$ cat src/rtl/sar_result_capture_if.sv
// Sequencer, comparator and downstream handshake signals of the SAR result capture block.
// The slave modport is the capture block's view; the master modport drives it.
interface sar_result_capture_if;
  logic       SAR_RESET;
  logic [6:0] OUTEN;
  logic       VCOMP;
  logic       DREADY;
  logic [7:0] DOUT;
  logic       DVALID;
  logic       BUSY;
  logic       SEQERR;
  logic       OVERRUN;

  modport slave (
    input  SAR_RESET, OUTEN, VCOMP, DREADY,
    output DOUT, DVALID, BUSY, SEQERR, OVERRUN
  );

  modport master (
    output SAR_RESET, OUTEN, VCOMP, DREADY,
    input  DOUT, DVALID, BUSY, SEQERR, OVERRUN
  );
endinterface

$ cat src/rtl/sar_result_capture.sv
// Collects one comparator decision per SAR bit phase, checks the phase order and hands
// completed 8-bit codes downstream through a valid/ready register with overrun detection.
module sar_result_capture #(
  parameter bit COMP_INV = 1'b0
) (
  input  logic                 CLK,
  input  logic                 RESET,
  sar_result_capture_if.slave  sar
);

  typedef enum logic [1:0] {IDLE, ARMED, CONV, LSB} state_t;

  state_t     state_q, state_d;
  logic [2:0] k_q, k_d;
  logic [7:1] part_q, part_d;
  logic [7:0] dout_q, dout_d;
  logic       dvalid_q, dvalid_d;
  logic       seqerr_q, seqerr_d;
  logic       overrun_q, overrun_d;

  logic       bit_eff;
  logic       complete;
  logic       xfer;
  logic [6:0] exp_onehot;

  assign bit_eff    = sar.VCOMP ^ COMP_INV;
  assign exp_onehot = 7'b1 << (k_q - 3'd1);
  assign xfer       = dvalid_q & sar.DREADY;

  // Bits 7..1 are shifted in MSB first, so after the last bit phase part_q holds them in order.
  always_comb begin
    // NOTE: every signal gets a default before the case so no path leaves it unassigned (no latches).
    state_d  = state_q;
    k_d      = k_q;
    part_d   = part_q;
    seqerr_d = 1'b0;
    complete = 1'b0;

    case (state_q)
      IDLE: begin
        if (sar.SAR_RESET) state_d = ARMED;
      end
      ARMED: begin
        if (!sar.SAR_RESET) begin
          if (sar.OUTEN == 7'b1000000) begin
            part_d  = {part_q[6:1], bit_eff};
            k_d     = 3'd6;
            state_d = CONV;
          end else begin
            seqerr_d = 1'b1;
            state_d  = IDLE;
          end
        end
      end
      CONV: begin
        if (sar.SAR_RESET) begin
          seqerr_d = 1'b1;
          k_d      = 3'd7;
          state_d  = ARMED;
        end else if (sar.OUTEN == exp_onehot) begin
          part_d = {part_q[6:1], bit_eff};
          if (k_q == 3'd1) state_d = LSB;
          else             k_d     = k_q - 3'd1;
        end else begin
          seqerr_d = 1'b1;
          k_d      = 3'd7;
          state_d  = IDLE;
        end
      end
      LSB: begin
        k_d = 3'd7;
        if (sar.SAR_RESET) begin
          seqerr_d = 1'b1;
          state_d  = ARMED;
        end else if (sar.OUTEN == 7'b0) begin
          complete = 1'b1;
          state_d  = IDLE;
        end else begin
          seqerr_d = 1'b1;
          state_d  = IDLE;
        end
      end
      default: begin
        k_d     = 3'd7;
        state_d = IDLE;
      end
    endcase
  end

  // A transfer frees the output register first, so a completion at the same edge still lands.
  always_comb begin
    dout_d    = dout_q;
    dvalid_d  = dvalid_q;
    overrun_d = overrun_q;

    if (xfer) begin
      dvalid_d  = 1'b0;
      overrun_d = 1'b0;
    end

    if (complete) begin
      if (!dvalid_q || xfer) begin
        dout_d   = {part_q, bit_eff};
        dvalid_d = 1'b1;
      end else begin
        overrun_d = 1'b1;
      end
    end
  end

  always_ff @(posedge CLK or negedge RESET) begin
    if (!RESET) begin
      state_q   <= IDLE;
      k_q       <= 3'd7;
      part_q    <= '0;
      dout_q    <= 8'h00;
      dvalid_q  <= 1'b0;
      seqerr_q  <= 1'b0;
      overrun_q <= 1'b0;
    end else begin
      // NOTE: state flops use non-blocking assignments so every flop samples pre-edge values.
      state_q   <= state_d;
      k_q       <= k_d;
      part_q    <= part_d;
      dout_q    <= dout_d;
      dvalid_q  <= dvalid_d;
      seqerr_q  <= seqerr_d;
      overrun_q <= overrun_d;
    end
  end

  assign sar.DOUT    = dout_q;
  assign sar.DVALID  = dvalid_q;
  assign sar.BUSY    = (state_q != IDLE);
  assign sar.SEQERR  = seqerr_q;
  assign sar.OVERRUN = overrun_q;

endmodule

$ cat src/flat_wrapper.sv
// flat-port wrapper written by rule: the top's interface ports become plain ports
module sar_result_capture_flat 
#(
  parameter bit COMP_INV = 1'b0
)
  (CLK, RESET, sar_SAR_RESET, sar_OUTEN, sar_VCOMP, sar_DREADY, sar_DOUT, sar_DVALID, sar_BUSY, sar_SEQERR, sar_OVERRUN);
  sar_result_capture_if sar_i ();
  input  logic CLK;
  input  logic RESET;
  input wire logic [$bits(sar_i.SAR_RESET)-1:0] sar_SAR_RESET;
  input wire logic [$bits(sar_i.OUTEN)-1:0] sar_OUTEN;
  input wire logic [$bits(sar_i.VCOMP)-1:0] sar_VCOMP;
  input wire logic [$bits(sar_i.DREADY)-1:0] sar_DREADY;
  output wire logic [$bits(sar_i.DOUT)-1:0] sar_DOUT;
  output wire logic [$bits(sar_i.DVALID)-1:0] sar_DVALID;
  output wire logic [$bits(sar_i.BUSY)-1:0] sar_BUSY;
  output wire logic [$bits(sar_i.SEQERR)-1:0] sar_SEQERR;
  output wire logic [$bits(sar_i.OVERRUN)-1:0] sar_OVERRUN;
  assign sar_i.SAR_RESET = sar_SAR_RESET;
  assign sar_i.OUTEN = sar_OUTEN;
  assign sar_i.VCOMP = sar_VCOMP;
  assign sar_i.DREADY = sar_DREADY;
  assign sar_DOUT = sar_i.DOUT;
  assign sar_DVALID = sar_i.DVALID;
  assign sar_BUSY = sar_i.BUSY;
  assign sar_SEQERR = sar_i.SEQERR;
  assign sar_OVERRUN = sar_i.OVERRUN;
  sar_result_capture #(.COMP_INV(COMP_INV)) u_core (.CLK(CLK), .RESET(RESET), .sar(sar_i));
endmodule
$ cat config.mk
export PLATFORM = sky130hd
export DESIGN_NAME = sar_result_capture_flat
export DESIGN_NICKNAME = d
export VERILOG_FILES = /design/src/rtl/sar_result_capture_if.sv /design/src/rtl/sar_result_capture.sv /design/src/flat_wrapper.sv
export SDC_FILE = /design/constraint.sdc
export NUM_CORES = 1
export LEC_CHECK = 0
export CORE_ASPECT_RATIO = 0.6
export CORE_MARGIN = 2
export CORE_UTILIZATION = 46
export CTS_CLUSTER_DIAMETER = 200
export CTS_CLUSTER_SIZE = 28
export DETAILED_ROUTE_END_ITERATION = 10
export PLACE_DENSITY = 0.8
export SYNTH_ARGS = -nofsm -noshare
export SYNTH_HDL_FRONTEND = slang
export SYNTH_SLANG_ARGS = --single-unit
$ cat constraint.sdc
create_clock -name CLK -period 2.4 [get_ports CLK]
set_clock_uncertainty 0.05 [all_clocks]
set_input_delay 0.6 -clock CLK [delete_from_list [all_inputs] [get_ports CLK]]
set_output_delay 0.6 -clock CLK [all_outputs]
set_load 0.05 [all_outputs]
# ---- Word level (Yosys, flattened, before mapping)
# Index checks and enable logic that the tools add are counted.
dict set report classes {
  addsub 1
  n_eq_ne 13
  n_shift 1
  muxes 35
  n_bitwise 1
  n_reduce_logical 11
}
# op count
set op_table {}
lappend op_table {{$mux 7} 4}
lappend op_table {{$mux 1} 16}
lappend op_table {{$mux 3} 5}
lappend op_table {{$pmux 7 s2} 1}
lappend op_table {{$mux 2} 6}
lappend op_table {{$pmux 3 s3} 1}
lappend op_table {{$ne 4x4->1 const B} 2}
lappend op_table {{$pmux 2 s4} 1}
lappend op_table {{$eq 7x7->1} 1}
lappend op_table {{$eq 7x7->1 const B} 1}
lappend op_table {{$logic_not 7->1} 1}
lappend op_table {{$shl 1x3->7 const A} 1}
lappend op_table {{$ne 2x2->1 const B} 3}
lappend op_table {{$reduce_and 5->1} 1}
lappend op_table {{$eq 2x2->1 const B} 2}
lappend op_table {{$ne 2x1->1 const B} 2}
lappend op_table {{$reduce_and 4->1} 1}
lappend op_table {{$reduce_bool 2->1} 2}
lappend op_table {{$eq 3x1->1 const B} 1}
lappend op_table {{$pmux 1 s3} 1}
lappend op_table {{$reduce_and 3->1} 1}
lappend op_table {{$reduce_bool 3->1} 1}
lappend op_table {{$sub 3x1->3 const B} 1}
lappend op_table {{$eq 2x1->1 const B} 1}
lappend op_table {{other kinds (5)} 5}
dict set report totals {
  register_bits 23
  in_bits 12
  out_inout_bits 12
  wordCells 69
}

# ---- Depth between registers and ports, before layout
dict set report logic_depth {
  ltp_word 6
  mapped_depth 7
  mapped_depth_nobuf 7
}

# ---- Worst setup path after synthesis
# Ideal clock, no wire load.
dict set report synth_timing {
  kind {register to register}
  from {register u_core.k_q[0]}
  to {register u_core.part_q[1] in the netlist's numbering}
  setup_ns 0.125
  t_arrival_ns 2.503
  t_required_ns 2.225
  path_slack_ns -0.278
  path_stages_with_launch 8
  path_buffers 0
  synth_period_minus_slack_ns 2.678
  cell_sequence {dfstp_2 > inv_1 > ha_1 > xor2_2 > a211oi_1 > o21ai_1 > o41ai_4 > mux2_2}
}
dict set report synth_between {
  elab_chain_len 5
}
# element line
set synth_rtl {}
lappend synth_rtl {{start: declaration} sar_result_capture.sv:14} ;# logic [2:0] k_q, k_d;
lappend synth_rtl {{start signal: assignment} sar_result_capture.sv:123} ;# k_q <= k_d;
lappend synth_rtl {{$sub 3x1->3} sar_result_capture.sv:27} ;# assign exp_onehot = 7'b1 << (k_q - 3'd1);
lappend synth_rtl {{$shl 1x3->7} sar_result_capture.sv:27}
lappend synth_rtl {{$eq 7x7->1} sar_result_capture.sv:60} ;# end else if (sar.OUTEN == exp_onehot) begin
lappend synth_rtl {{$ne 2x1->1 (no source line)} n/a}
lappend synth_rtl {{$reduce_and 5->1 (no source line)} n/a}
lappend synth_rtl {{end signal: assignment} sar_result_capture.sv:124} ;# part_q <= part_d;
lappend synth_rtl {{end: declaration} sar_result_capture.sv:15} ;# logic [7:1] part_q, part_d;
# Every way passes these cells.
# A chain may end at the register's enable or synchronous reset.

# ---- Final worst setup path
dict set report layout_timing {
  from {register u_core.k_q[0]}
  to {register u_core.part_q[6] in the netlist's numbering}
}
# The elaborated chain is that of the path after synthesis.

==> metrics.cfg <==
[routing]
drc=0
postRouteAntennaNets=0
drtPass1Iterations=4
via_per_inst=5.95
wl_per_cell_microns=20.5
wirelength_microns=4240
num_vias=1231
drt_iter0_drc=145

[sta]
max_freq_mhz=391
hold_viol_final=0
period_minus_slack_ps=2560
maxSlewViolCount=0
period_share=1.06
rsz0062_at_grt=true
final.setup.tns_ps=-1050
finalWorstSetupSlack_ps=-155
worst_pin_slew_ps=515
relSlewSlack=0.656
setup_violations=10

[setup_path]
path_cells=inv_4 -> ha_4 -> xor2_4 -> nor2_2 -> o32a_4 -> o41ai_4 -> buf_6 -> mux2_4
r2r_start=u_core.k_q[0]
path_max_fanout=8
worstPathRequired_ps=2510
crit_start=u_core.k_q[0]
reg2reg_slack_ps=-160
cp.depth=8
crit_family=compound AO/OA/AOI/OAI gates
cp.arrival_ps=2660
cp-start-kind=flop
reg2reg_depth=8
worst_r2r_endpoint=u_core.part_q[6]
crit_path_top_delay_cell=dfstp_2
crit_buf_inv=2
max_stage_delay_ps=620
endpoint=u_core.part_q[6]
worstSetupEndpointType=flop
worstSetupPathType=flop to flop

[finish]
layoutNonFillerInstCount=207
final_cell_mix=buf_4, dfrtp_1, clkdlybuf4s50_1
drive_above_1_share=0.480
antenna_cells=0
layout_commonest_cell=buf_4
area_growth_pct=61.3
finish.utilization=0.806
fill_cells=141
nNetsFinal=194
fin_area_sq_um=2090

[yosys]
synth-seq-cells=23
synthDistinctLibCells=36
netlist_area_sq_um=1290
synthCells=114
synth-warning-count=0
synth.avg_cell_area_sq_um=11.4
synth.net_count=132
seq_area_frac_synth=0.447

[cts]
worstSkewPairLatency_ps=270
cts_max_path_buffers=2
cts_tree=done
numCtsBuffers=3
path_clk_slew_ps=80
clkSinkCount=23
cts_root_buffer=clkbuf_8
htree_levels=1

[global_route]
grt_pass1_wl_microns=6200
grt_pass1_vias=1244
grt_max_degree=24
grt.overflow.total=0
grtUsageTotal=0.265
antenna_found_initial=0

[place]
hpwl_microns=2530
dp.cells=196
gp_congestion=0.873
portBuffers=23
dpl_cell_area_sq_um=1870

[floorplanning]
die_w_microns=72.5
ioPinCount=24
num_rows=14
dieArea_sq_um=3270
coreArea_sq_um=2590
die_h_microns=45.1
initial_core_util=0.500

[power]
p_leak_nw=0.943
finalPower_w=0.000823
power_density_nw_per_um2=394
peakVddDrop_mv=0.375

[job]
maxCapViolations=0

[run_status]
outcome=finished, violations left
violations=negative setup slack

[min_path]
hold_path.class=flop to flop

-- stage by stage --
step,worst slack [ps],hold WS [ps]
floorplan,-137,254
global placement,-352,425
detailed placement,-478,451
CTS,-62.1,462
global route,-199,496
finish,-155,469
-- state kept, by name (all words and copies together) (netlist names) --
| name | cells |
|---|---|
| u_core.k_q | 3 |
| u_core.sar.DOUT | 8 |
| u_core.sar.SEQERR | 1 |
| u_core.part_q | 7 |
| u_core.state_q | 2 |
| u_core.sar.OVERRUN | 1 |
| u_core.sar.DVALID | 1 |
-- what timing repair did --
item                                    4_1_cts  5_1_grt
setup buffers                                 5        2
hold buffers                                  0        0
endpoints found under the setup margin       10       20
pin swaps                                     7        3
resized for setup                            11       10
-- worst register-to-register path: stages, from the launching register on --
cell and delay [ps]:
dfstp_2 620, inv_4 80, ha_4 180, xor2_4 250
nor2_2 70, o32a_4 340, o41ai_4 310, buf_6 210
mux2_4 320
-- cells in the mapped netlist, drive strengths merged --
master | instances | area (sq um)
a211oi | 2 | 15.0
a21boi | 1 | 7.51
a21oi | 4 | 20.0
a22oi | 1 | 7.51
a31o | 2 | 17.5
a31oi | 3 | 18.8
a41oi | 1 | 8.76
and3 | 1 | 6.26
and4b | 1 | 10.0
buf | 1 | 5.00
clkbuf | 1 | 3.75
dfrtp | 20 | 500
dfstp | 3 | 78.8
ha | 6 | 75.1
inv | 6 | 22.5
mux2 | 15 | 169
nand2 | 3 | 11.3
nand3 | 2 | 10.0
nand4 | 1 | 6.26
nor2 | 8 | 30.0
nor2b | 4 | 25.0
nor4 | 5 | 31.3
nor4bb | 3 | 30.0
o2111ai | 1 | 8.76
o211ai | 1 | 7.51
o21a | 2 | 15.0
o21ai | 5 | 25.0
o221ai | 1 | 8.76
o22ai | 2 | 12.5
o32a | 1 | 22.5
o41ai | 2 | 36.3
or2 | 1 | 6.26
xnor2 | 3 | 26.3
xor2 | 1 | 16.3
-- power breakdown --
part           internal (W)  total [W]  switching [W]  leakage (nW)
registers          0.000395   0.000403     0.00000853         0.308
clock network      0.000116   0.000245       0.000128        0.0255
logic             0.0000860   0.000175      0.0000891         0.610
total              0.000597   0.000823       0.000226         0.943
-- metal layers --
| layer | routed length, microns | global-route usage | share of wire |
|---|---|---|---|
| met4 | 50 | 0.0778 | 0.012 |
| met1 | 1830 | 0.349 | 0.43 |
| met5 | 0 | 0 | 0 |
| met3 | 287 | 0.0536 | 0.068 |
| met2 | 2070 | 0.457 | 0.49 |
-- kinds of logic after synthesis --
kind of cell,after synthesis,share of synthesized area
AO/OA/AOI/OAI,29,0.179
XOR/XNOR,4,0.0329
flip-flops,23,0.447
AND/OR/NAND/NOR,29,0.129
buffers and inverters,8,0.0241
multiplexers,15,0.130
adder cells (fa/ha/maj),6,0.0580
-- cell type report --
type / count / area, sq um / area share
Timing Repair Buffer: 59 / 532 / 0.255
Inverter: 6 / 25.0 / 0.0120
Clock buffer: 3 / 41.3 / 0.0198
Multi-Input combinational cell: 83 / 866 / 0.415
Clock inverter: 1 / 5.00 / 0.00240
Tap cell: 32 / 40.0 / 0.0192
Sequential cell: 23 / 579 / 0.277
-- worst min-delay path by stage --
stage | startpoint | end | slack [ps] | depth (start not counted)
floorplan | RESET | u_core.part_q[1] | 250 | 0
global placement | u_core.sar.DVALID | u_core.sar.OVERRUN | 420 | 1
detailed placement | u_core.sar.DVALID | u_core.sar.OVERRUN | 450 | 1
CTS | u_core.sar.DVALID | u_core.sar.OVERRUN | 460 | 1
global route | u_core.sar.DOUT[2] | u_core.sar.DOUT[2] | 500 | 1
finish | u_core.sar.DVALID | u_core.sar.OVERRUN | 470 | 1
Power figures use the tool's default switching activity.
